--- config.mk ---
export PLATFORM = sky130hd
export DESIGN_NAME = timebase_ctrl
export DESIGN_NICKNAME = d
export VERILOG_FILES = /design/src/rtl/timebase_pkg.sv /design/src/rtl/timebase_ctrl_counter.sv /design/src/rtl/timebase_ctrl.sv
export SDC_FILE = /design/constraint.sdc
export NUM_CORES = 1
export LEC_CHECK = 0
export BUFFER_PORTS_ARGS = -buffer_cell sky130_fd_sc_hd__buf_2
export CORE_MARGIN = 2
export CORE_UTILIZATION = 60
export DETAILED_ROUTE_END_ITERATION = 10
export PLACE_DENSITY_LB_ADDON = 0.3
export SKIP_LAST_GASP = 1
export SLEW_MARGIN = 20
export SYNTH_ARGS = -nofsm -noshare
export SYNTH_HDL_FRONTEND = slang
export SYNTH_HIERARCHICAL = 1
export SYNTH_SLANG_ARGS = --single-unit
--- constraint.sdc ---
create_clock -name clk_50MHz -period 7.4 [get_ports clk_50MHz]
set_input_delay 0.74 -clock clk_50MHz [delete_from_list [all_inputs] [get_ports clk_50MHz]]
set_output_delay 0.74 -clock clk_50MHz [all_outputs]
set_load 0.01 [all_outputs]
--- src/rtl/timebase_pkg.sv ---
// Shared definitions for the timebase controller: mode encodings and
// cycle-count constants for the real 50 MHz board and for fast simulation.
package timebase_pkg;

  typedef enum logic [1:0] {
    MODE_PAUSE = 2'b00,
    MODE_RUN   = 2'b01,
    MODE_SET   = 2'b10
  } mode_e;

  // Real-hardware timing at 50 MHz
  localparam int unsigned DEF_SEC_CYCLES  = 50_000_000;
  localparam int unsigned DEF_FAST_CYCLES = 6_250_000;
  localparam int unsigned DEF_BLINK_HALF  = 12_500_000;

  // Shortened timing so simulations see several periods quickly
  localparam int unsigned SIM_SEC   = 10;
  localparam int unsigned SIM_FAST  = 3;
  localparam int unsigned SIM_BLINK = 4;

endpackage

--- src/rtl/timebase_ctrl_counter.sv ---
// Terminal-count counter used for the second, fast-repeat and blink timers.
// Counts 0..TERM-1 while enabled, holds while disabled, clears synchronously
// (clear beats counting). 'wrap' flags the edge on which the count rolls over;
// 'wrap_pulse' is that event registered, optionally qualified by pulse_en.
module tc_counter #(
  parameter int unsigned TERM  = 2,
  parameter int unsigned WIDTH = (TERM > 1) ? $clog2(TERM) : 1
) (
  input  logic clk_50MHz,
  input  logic rst_n,
  input  logic en,
  input  logic clr,
  input  logic pulse_en,
  output logic wrap,
  output logic wrap_pulse
);

  localparam logic [WIDTH-1:0] LAST = WIDTH'(TERM - 1);

  logic [WIDTH-1:0] count;

  generate
    if (TERM < 2) begin : g_bad_term
      $error("tc_counter: TERM must be at least 2");
    end
  endgenerate

  assign wrap = en && !clr && (count == LAST);

  // Count register: clear first, then roll over at the terminal value
  always_ff @(posedge clk_50MHz or negedge rst_n) begin
    if (!rst_n) begin
      count <= '0;
    end else if (clr) begin
      count <= '0;
    end else if (en) begin
      count <= wrap ? '0 : count + WIDTH'(1);
    end
  end

  // One-cycle pulse in the cycle after a qualified rollover
  always_ff @(posedge clk_50MHz or negedge rst_n) begin
    if (!rst_n) begin
      wrap_pulse <= 1'b0;
    end else begin
      wrap_pulse <= wrap && pulse_en;
    end
  end

endmodule

--- src/rtl/timebase_ctrl.sv ---
// Timebase mode controller: turns the 50 MHz clock into single-cycle 1 Hz
// ticks in RUN, adjust ticks (manual step / auto-repeat) in PAUSE and SET,
// and a blink enable for the display while the time is being set.
module timebase_ctrl
  import timebase_pkg::*;
#(
  parameter int unsigned SEC_CYCLES  = DEF_SEC_CYCLES,
  parameter int unsigned FAST_CYCLES = DEF_FAST_CYCLES,
  parameter int unsigned BLINK_HALF  = DEF_BLINK_HALF
) (
  input  logic       clk_50MHz,
  input  logic       rst_n,
  input  logic       run_en,
  input  logic       set_mode,
  input  logic       step_req,
  input  logic       fast_req,
  input  logic       sync_req,
  output logic       tick_1hz,
  output logic       tick_adj,
  output logic       blink,
  output logic [1:0] mode
);

  generate
    if (SEC_CYCLES < 2 || FAST_CYCLES < 2 || BLINK_HALF < 2) begin : g_bad_param
      $error("timebase_ctrl: all cycle parameters must be at least 2");
    end
  endgenerate

  mode_e state;
  mode_e next_state;

  logic sec_en, sec_clr, sec_tick_ok;
  logic fast_en, fast_clr, fast_wrap;
  logic blink_en, blink_clr, blink_wrap;
  logic step_ok;
  logic unused_sec_wrap, unused_fast_pulse, unused_blink_pulse;

  // Mode register; the mode output is this state directly
  always_ff @(posedge clk_50MHz or negedge rst_n) begin
    if (!rst_n) begin
      state <= MODE_PAUSE;
    end else begin
      state <= next_state;
    end
  end

  // Next mode from the request levels, plus timer controls for this edge
  always_comb begin
    next_state  = MODE_PAUSE;
    sec_en      = 1'b0;
    sec_clr     = 1'b0;
    sec_tick_ok = 1'b0;
    fast_en     = 1'b0;
    fast_clr    = 1'b1;
    blink_en    = 1'b0;
    blink_clr   = 1'b1;
    step_ok     = 1'b0;

    if (set_mode) begin
      next_state = MODE_SET;
    end else if (run_en) begin
      next_state = MODE_RUN;
    end

    sec_en      = (state == MODE_RUN);
    sec_clr     = sync_req || ((state == MODE_SET) && (next_state != MODE_SET));
    sec_tick_ok = (next_state == MODE_RUN);
    fast_en     = (state == MODE_SET) && fast_req;
    fast_clr    = !fast_en;
    blink_en    = (state == MODE_SET);
    blink_clr   = (next_state != MODE_SET);
    step_ok     = step_req && (state != MODE_RUN);
  end

  tc_counter #(.TERM(SEC_CYCLES)) u_sec (
    .clk_50MHz  (clk_50MHz),
    .rst_n      (rst_n),
    .en         (sec_en),
    .clr        (sec_clr),
    .pulse_en   (sec_tick_ok),
    .wrap       (unused_sec_wrap),
    .wrap_pulse (tick_1hz)
  );

  tc_counter #(.TERM(FAST_CYCLES)) u_fast (
    .clk_50MHz  (clk_50MHz),
    .rst_n      (rst_n),
    .en         (fast_en),
    .clr        (fast_clr),
    .pulse_en   (1'b1),
    .wrap       (fast_wrap),
    .wrap_pulse (unused_fast_pulse)
  );

  tc_counter #(.TERM(BLINK_HALF)) u_blink (
    .clk_50MHz  (clk_50MHz),
    .rst_n      (rst_n),
    .en         (blink_en),
    .clr        (blink_clr),
    .pulse_en   (1'b0),
    .wrap       (blink_wrap),
    .wrap_pulse (unused_blink_pulse)
  );

  // Adjust tick: a step and a fast rollover on the same edge merge into one pulse
  always_ff @(posedge clk_50MHz or negedge rst_n) begin
    if (!rst_n) begin
      tick_adj <= 1'b0;
    end else begin
      tick_adj <= step_ok || fast_wrap;
    end
  end

  // Blink enable: forced on outside SET, toggles at each half-period inside SET
  always_ff @(posedge clk_50MHz or negedge rst_n) begin
    if (!rst_n) begin
      blink <= 1'b1;
    end else if (next_state != MODE_SET) begin
      blink <= 1'b1;
    end else if (blink_wrap) begin
      blink <= ~blink;
    end
  end

  assign mode = state;

endmodule

==> results_dict.tcl, run 1 <==
set metrics [dict create \
    fin_skew_ps 12.58 \
    numCtsBuffers 9 \
    setup_tns_ps 0 \
    path_clk_slew_ps 90 \
    antenna_found_initial 0 \
    vias_per_cell 6.910 \
    post-route-period-util_pct 42.70 \
    final_common_cell "dfrtp_1" \
    wirelength_microns 12130 \
    start_util_pct 61.04 \
    reg2reg_depth 5 \
    setup_viol 0 \
    final_layout_size_suffix_gt1_share_pct 13.77 \
    htreeDepth 3 \
    r2r-end "u_sec/count[15]" \
    gp_congestion 0.8936 \
    status "finished clean" \
    insertion_delay_ps 360 \
    synth_area_per_cell_sq_um 9.043 \
    worst_pin_slew_ps 979.4 \
    cp.required_ps 7640 \
    hold_buffers 0 \
    cts_tree "yes" \
    p_per_area_nw_per_um2 153.1 \
    period_minus_slack_ps 3160 \
    cp_max_fo 29 \
    grt_pass1_vias 4232 \
    max-slew-margin-rel_pct 34.46 \
    root_buffer "clkbuf_8" \
    cp_data_arrival_time_ps 3400 \
    area_delta_synth_final_pct 6.200 \
    cts.repair.resized 0 \
    crit_type "in -> reg" \
    grt_start_max_net_pins 79 \
    synth_area_sq_um 4965 \
    port_buffers 11 \
    die_w_microns 94.97 \
    critPathLaunch "set_mode" \
    clk_path_buf_depth 2 \
    fp-row-count 33 \
    rsz0062_at_grt "no" \
    cp-end-kind "register" \
    holdCritPathClass "in -> async" \
    die_y_microns 94.97 \
    pin_count 12 \
    initialDrtViolationCount 293 \
    post-cts-setup-buffers 0 \
    cap_violations 0 \
    dp_hpwl_microns 8072 \
    wl_per_cell_microns 18.46 \
    syn_nets 560 \
    coreArea_sq_um 8134 \
    power_mw 0.8074 \
    fmax_mhz 316.5 \
    diodes 0 \
    ff2ff_setup_slack_ps 4490 \
    cts.sinks 78 \
    final_cell_mix "dfrtp_1, nand2_1, nor2_1, nand3_1, o21ai_0" \
    firstDrtPassIters 5 \
    overflow 0 \
    die_area_sq_um 9018 \
    cp-start-kind "primary input" \
    postSynthCellCount 549 \
    grt_pass1_wl_microns 20310 \
    ir_drop_mv 0.08622 \
    num_vias 4540 \
    yosysWarnings 6 \
    ant_nets 0 \
    slew_violations 0 \
    grt_use_total_pct 28.47 \
    rr_startpoint "mode[1]" \
    fin_nets 558 \
    cellLeakagePower_nw 1.986 \
    drc 0 \
    hold_viol 0 \
]
[power breakdown]
| group | switching (mW) | leakage (nW) | internal, mW |
|---|---|---|---|
| Combinational | 0.0360 | 0.799 | 0.00886 |
| Sequential | 0.00261 | 1.08 | 0.428 |
| Clock | 0.165 | 0.107 | 0.167 |
| Total | 0.203 | 1.99 | 0.604 |
[final cells by class]
cell class	count	area [sq um]
multi-input cells	431	2839
clock buffers	10	137.6
repair buffers	12	85.08
well taps	105	131.4
fillers	643	2861
flip-flops and latches	78	1953
inverters	15	56.30
clock inverters	6	70.07
[worst max-delay path: stages]
cell and delay [ps]:
buf_2 120, inv_1 480, a21o_1 850, inv_1 560, and3_1 320, a311o_1 320
[metrics by stage]
stage | setup slack, ps | hold slack [ps] | instances | utilization [%] | area [sq um]
floorplan | 4904 | 444.4 | 549 | - | 4965
global placement | 4024 | 529.2 | 640 | 61.88 | 5034
detailed placement | 3989 | 544.6 | 640 | 61.88 | 5034
CTS | 4286 | 523.2 | 656 | 64.44 | 5241
global route | 4068 | 288.9 | 657 | 64.82 | 5273
finish | 4240 | 281.4 | 657 | 64.82 | 5273
[sequential cells by signal (all words and copies together) (netlist names)]
signal            count
tick_adj              1
u_fast/count         23
u_sec/wrap_pulse      1
u_sec/count          26
blink                 1
u_blink/count        24
mode                  2
[layer usage]
metal / part of all wire, % / up-vias / track usage, %
li1: - / 2115 / -
met1: 45 / 2216 / 40.72
met2: 47 / 195 / 44.15
met3: 6.5 / 14 / 3.671
met4: 1.2 / 0 / 10.87
met5: 0 / - / 0
[how the worst max path moves through the flow]
stage | depth (start not counted) | slack [ps] | endpoint
2_1_floorplan | 6 | 4900 | u_sec/count[25]
4_1_cts | 6 | 4290 | u_sec/count[15]
3_3_place_gp | 6 | 4020 | u_sec/count[15]
3_5_place_dp | 6 | 3990 | u_sec/count[15]
6_report | 6 | 4240 | u_sec/count[15]
5_1_grt | 6 | 4070 | u_sec/count[15]
Note: power is estimated with default switching activity, not from simulation.
==> run 2: changes to the inputs <==
--- a/config.mk
+++ b/config.mk
@@ -7,7 +7,7 @@
 export LEC_CHECK = 0
 export BUFFER_PORTS_ARGS = -buffer_cell sky130_fd_sc_hd__buf_2
 export CORE_MARGIN = 2
-export CORE_UTILIZATION = 60
+export CORE_UTILIZATION = 57
 export DETAILED_ROUTE_END_ITERATION = 10
 export PLACE_DENSITY_LB_ADDON = 0.3
 export SKIP_LAST_GASP = 1
==> constraint.sdc (replaced) <==
create_clock -name clk_50MHz -period 2.9 [get_ports clk_50MHz]
set_input_delay 0.29 -clock clk_50MHz [delete_from_list [all_inputs] [get_ports clk_50MHz]]
set_output_delay 0.29 -clock clk_50MHz [all_outputs]
set_load 0.01 [all_outputs]
==> run 2 against run 1 <==
  * Wire length is 0.63% higher
  * Global-route usage is 1.7 points lower
  * Clock skew is 1.9 ps lower
  * Sequential power grew to 2.6 times the previous value
  * Sequential share of layout area is 0.18 points lower
==> results_dict.tcl, run 2 (synthesis results as in run 1) <==
set metrics [dict create \
    initialDrtViolationCount 333 \
    vias_per_cell 6.721 \
    dr_wl_met3_microns 883 \
    regMostFlops "u_sec/count" \
    antenna_found_initial 0 \
    ant_nets 0 \
    slew_violations 0 \
    final_cell_mix "dfrtp_1, nand2_1, nor2_1, nand3_1, o21ai_0" \
    htreeDepth 3 \
    holdCritPathClass "in -> async" \
    post-route-period-util_pct 90.43 \
    hold_buffers 0 \
    fin_nets 562 \
    final_core_util_pct 61.66 \
    clk_path_buf_depth 2 \
    cp-end-kind "register" \
    rsz0062_at_grt "no" \
    start_util_pct 57.78 \
    setup_viol 0 \
    fp-row-count 34 \
    wl_per_cell_microns 18.38 \
    numCtsBuffers 9 \
    insertion_delay_ps 350 \
    die_w_microns 97.33 \
    diodes 0 \
    die_y_microns 97.33 \
    die_area_sq_um 9472 \
    final_common_cell "dfrtp_1" \
    cap_violations 0 \
    hold_ws_ps 77.91 \
    port_buffers 11 \
    ir_drop_mv 0.2417 \
    hold_viol 0 \
    highest-signal-layer "met4" \
    ff2ff_setup_slack_ps 280 \
    worst_pin_slew_ps 1007 \
    rr_startpoint "u_sec/count[16]" \
    coreArea_sq_um 8593 \
    dp_hpwl_microns 8172 \
    fmax_mhz 381.3 \
    grt_start_max_net_pins 79 \
    crit_type "reg -> reg" \
    dp.cells 648 \
    wirelength_microns 12200 \
    area_delta_synth_final_pct 6.729 \
    p_per_area_nw_per_um2 403.8 \
    num_vias 4463 \
    wl_met1_microns 5496 \
    cts.repair.resized 0 \
    final_layout_size_suffix_gt1_share_pct 14.03 \
    cp.required_ps 3140 \
    pin_count 12 \
    grt_pass1_vias 4210 \
    r2r-end "u_sec/count[7]" \
    grt_use_total_pct 26.81 \
    power_mw 2.139 \
    drc 0 \
    max-slew-margin-rel_pct 32.87 \
    cts.sinks 78 \
    gp_congestion 0.9885 \
    root_buffer "clkbuf_8" \
    cellLeakagePower_nw 2.005 \
    final_cells 664 \
    grt_pass1_wl_microns 20860 \
    fin_skew_ps 10.67 \
    post-cts-setup-buffers 0 \
    wl_met2_microns 5698 \
    firstDrtPassIters 5 \
    setup_tns_ps 0 \
    overflow 0 \
    reg2reg_depth 5 \
    cp_max_fo 8 \
    top_regs "u_sec/count x26, u_blink/count x24, u_fast/count x23" \
    cp_data_arrival_time_ps 2870 \
    cp-start-kind "register" \
    period_minus_slack_ps 2622 \
    status "finished clean" \
    cts_tree "yes" \
    largest_reg_flops 26 \
    path_clk_slew_ps 90 \
]
[run 2: layer usage]
layer,vias to the layer above,global-route usage [%]
met5,-,0
met3,10,5.971
met4,0,7.585
met2,175,40.28
met1,2161,39.33
li1,2117,-
[run 2: layout make-up]
type                       count  area (sq um)
fill                         721          3294
multi-input combinational    431          2835
sequential                    78          1953
clock buffer                  11         141.4
tap                          108         135.1
timing repair buffer          16         95.09
clock inverter                 5         82.58
inverter                      15         56.30
[run 2: worst max path at each step]
stage / startpoint / endpoint / slack [ps] / depth (start not counted)
floorplan: u_sec/count[11] / u_sec/count[25] / 400 / 6
global placement: u_sec/count[11] / u_sec/count[21] / 340 / 5
detailed placement: u_sec/count[11] / u_sec/count[7] / 330 / 5
CTS: u_sec/count[16] / u_sec/count[7] / 320 / 5
global route: u_sec/count[16] / u_sec/count[16] / 170 / 5
finish: u_sec/count[16] / u_sec/count[7] / 280 / 5
[run 2: metrics by stage]
stage / area (sq um) / worst slack, ps
finish: 5299 / 277.5
global route: 5299 / 167.4
CTS: 5299 / 316.8
detailed placement: 5075 / 331.6
global placement: 5075 / 340.1
floorplan: 4965 / 403.7
[run 2: worst max-delay path, stage by stage (launching register included)]
cell and delay, ps:
dfrtp_1 470, or4b_1 520, or4_4 550, nor4_4 460, nor2_1 240, a32o_1 280
[run 2: where the power goes]
group	internal, mW	switching, mW
clock	0.510	0.414
sequential	1.09	0.00621
combinational	0.0233	0.0934
==> run 3: changes to the inputs <==
--- a/config.mk
+++ b/config.mk
@@ -6,13 +6,11 @@
 export NUM_CORES = 1
 export LEC_CHECK = 0
 export BUFFER_PORTS_ARGS = -buffer_cell sky130_fd_sc_hd__buf_2
-export CORE_MARGIN = 2
-export CORE_UTILIZATION = 57
+export CORE_UTILIZATION = 56
 export DETAILED_ROUTE_END_ITERATION = 10
 export PLACE_DENSITY_LB_ADDON = 0.3
 export SKIP_LAST_GASP = 1
 export SLEW_MARGIN = 20
 export SYNTH_ARGS = -nofsm -noshare
 export SYNTH_HDL_FRONTEND = slang
-export SYNTH_HIERARCHICAL = 1
 export SYNTH_SLANG_ARGS = --single-unit
==> constraint.sdc (replaced) <==
create_clock -name clk_50MHz -period 2.2 [get_ports clk_50MHz]
set_input_delay 0.22 -clock clk_50MHz [delete_from_list [all_inputs] [get_ports clk_50MHz]]
set_output_delay 0.22 -clock clk_50MHz [all_outputs]
set_load 0.01 [all_outputs]
==> run 3 against run 2 <==
  * Maximum frequency is 28% higher
  * Flip-flop and latch count did not move
  * Clock power rose by 41%
  * Global-route usage shrank 2.0 points
  * Critical path depth up 1
  * Via count shrank 22%
  * Wire length shrank 28%
  * Die area decreased by 17%
  * Utilization up 3.5 points
  * Sequential share of layout area rose by 4.5 points
  * Register-to-register slack lost 130 ps
  * Sequential power is 32% higher
  * Critical endpoint is now u_sec.count[11]
==> results_dict.tcl, run 3 <==
set metrics [dict create \
    status "finished clean" \
    regMostFlops "u_sec.count" \
    worst_pin_slew_ps 648.3 \
    holdPathStages 3 \
    post-place-ws_ps 72.09 \
    crit_type "reg -> reg" \
    ant_nets 0 \
    hold_start "run_en" \
    insertion_delay_ps 350 \
    final_cell_mix "dfrtp_1, nor2_1, nand2_1, nand3_1" \
    fin_ws_ps 149.6 \
    initialDrtViolationCount 209 \
    synth_area_sq_um 4182 \
    r2r-end "u_sec.count[11]" \
    cp_data_arrival_time_ps 2280 \
    rsz0062_at_grt "no" \
    final_layout_size_suffix_gt1_share_pct 12.86 \
    wl_per_cell_microns 14.91 \
    gp_congestion 0.8713 \
    fin_skew_ps 12.58 \
    synth-main-ff-cell "dfrtp_1" \
    critPathLaunch "u_sec.count[18]" \
    synth.distinct_cells 51 \
    synth_top_area_share_pct 46.08 \
    start_util_pct 57.65 \
    synth_area_leaders "dfrtp_1, nor2_1, xor2_1" \
    firstDrtPassIters 4 \
    cts_tree "yes" \
    final_common_cell "dfrtp_1" \
    port_buffers 11 \
    grt_start_max_net_pins 41 \
    grt_pass1_vias 3309 \
    register_area_sq_um 1953 \
    path_clk_slew_ps 80 \
    die_w_microns 88.41 \
    pin_count 12 \
    fillCellCount 578 \
    postSynthCellCount 456 \
    fin_nets 496 \
    cp_max_fo 22 \
    synth_top_area_cell "dfrtp_1" \
    synth_edf_count 0 \
    die_y_microns 88.41 \
    synth-seq-area-share_pct 46.71 \
    yosysWarnings 0 \
    setup_viol 0 \
    synth_area_per_cell_sq_um 9.170 \
    cp-start-kind "register" \
    num_vias 3495 \
    ir_drop_mv 0.3798 \
    synth_most_common_cell "dfrtp_1" \
    root_buffer "clkbuf_8" \
    area_delta_synth_final_pct 12.99 \
    holdCritPathClass "in -> reg" \
    numCtsBuffers 9 \
    max-slew-margin-rel_pct 56.17 \
    antenna_found_initial 0 \
    fp-row-count 31 \
    top_regs "u_sec.count x26, u_blink.count x24, u_fast.count x23" \
    grt_pass1_wl_microns 15200 \
    ys_ff_latch 78 \
    rr_startpoint "u_sec.count[18]" \
    multi_input_area_sq_um 2066 \
    dp_hpwl_microns 6031 \
    cp-end-kind "register" \
    drc 0 \
    cap_violations 0 \
    vias_per_cell 5.934 \
    post-route-period-util_pct 93.20 \
    wirelength_microns 8780 \
    coreArea_sq_um 7253 \
    ff2ff_setup_slack_ps 150 \
    hold_viol 0 \
    diodes 0 \
    reg2reg_depth 6 \
    cellLeakagePower_nw 1.942 \
    p_per_area_nw_per_um2 611.8 \
    fmax_mhz 487.7 \
    htreeDepth 3 \
    hold-path-endpoint "mode[0]" \
    largest_reg_flops 26 \
    clk_path_buf_depth 2 \
    die_area_sq_um 7816 \
    period_minus_slack_ps 2050 \
    slew_violations 0 \
    syn_nets 467 \
    cp.required_ps 2430 \
    grt_use_total_pct 24.85 \
    synth_commonest_cells "dfrtp_1, nor2_1, nand2_1" \
    cts.sinks 78 \
    setup_tns_ps 0 \
    ys_async_sr_fraction_pct 100.0 \
    overflow 0 \
    power_mw 2.891 \
]
==> run 3: worst max-delay path, cell delays in order (launching register included) <==
cell and delay [ps]:
dfrtp_1 380, or4b_1 580, nor4_4 340, a21oi_2 130
buf_4 230, a41oi_1 220, a31oi_1 60
==> run 3: cell type report <==
class                      count  area share (%)
clock buffer                   9           2.622
clock inverter                 7           2.542
inverter                      14           1.112
multi-input combinational    346           43.72
sequential                    78           41.34
tap                           99           2.622
timing repair buffer          36           6.038
==> run 3: how the worst max path moves through the flow <==
stage / cells after the start / to / slack [ps]
global route: 6 / u_sec.count[4] / 30
floorplan: 8 / u_sec.count[8] / 170
detailed placement: 5 / u_sec.count[17] / 70
global placement: 5 / u_sec.count[17] / 140
CTS: 5 / u_sec.count[17] / 70
finish: 6 / u_sec.count[11] / 150
==> run 3: kinds of logic (layout without fill, tap and decap cells) <==
logic type               count (synthesis)  in the layout  synth area share [%]
multiplexers                             4              4                0.9575
AND/OR/NAND/NOR                        231            231                 28.93
XOR/XNOR                                38             38                 7.959
flip-flops                              78             78                 46.71
adder cells (fa/ha/maj)                  4              4                 1.197
AO/OA/AOI/OAI                           69             69                 10.32
buffers and inverters                   32             66                 3.920
==> run 3: metal layers <==
layer	global-route usage [%]	vias to the layer above	routed length, microns
met5	0	-	0
met4	9.384	0	85
met3	3.451	10	368
met2	39.65	84	4189
met1	34.60	1705	4137
li1	-	1696	-
==> run 3: power breakdown <==
group | internal, mW | leakage [nW] | total, mW | switching [mW]
sequential | 1.44 | 1.08 | 1.45 | 0.00980
clock | 0.759 | 0.120 | 1.30 | 0.545
combinational | 0.0418 | 0.743 | 0.136 | 0.0942
total | 2.24 | 1.94 | 2.89 | 0.649
==> run 3: what timing repair did <==
item                                   4_1_cts  5_1_grt
endpoints found under the hold margin       37        0
setup endpoints to repair                    0        1
hold buffers                                 1        0
setup buffers                                0        0
gates resized for setup                      0        1
==> run 3: stage by stage <==
step,util [%],std cells,instance area (sq um),hold slack (ps)
6_report,65.14,589,4725,106.7
3_3_place_gp,61.62,572,4469,218.8
2_1_floorplan,-,456,4182,-75.59
4_1_cts,65.12,589,4723,100.2
3_5_place_dp,61.62,572,4469,224.8
5_1_grt,65.14,589,4725,105.6
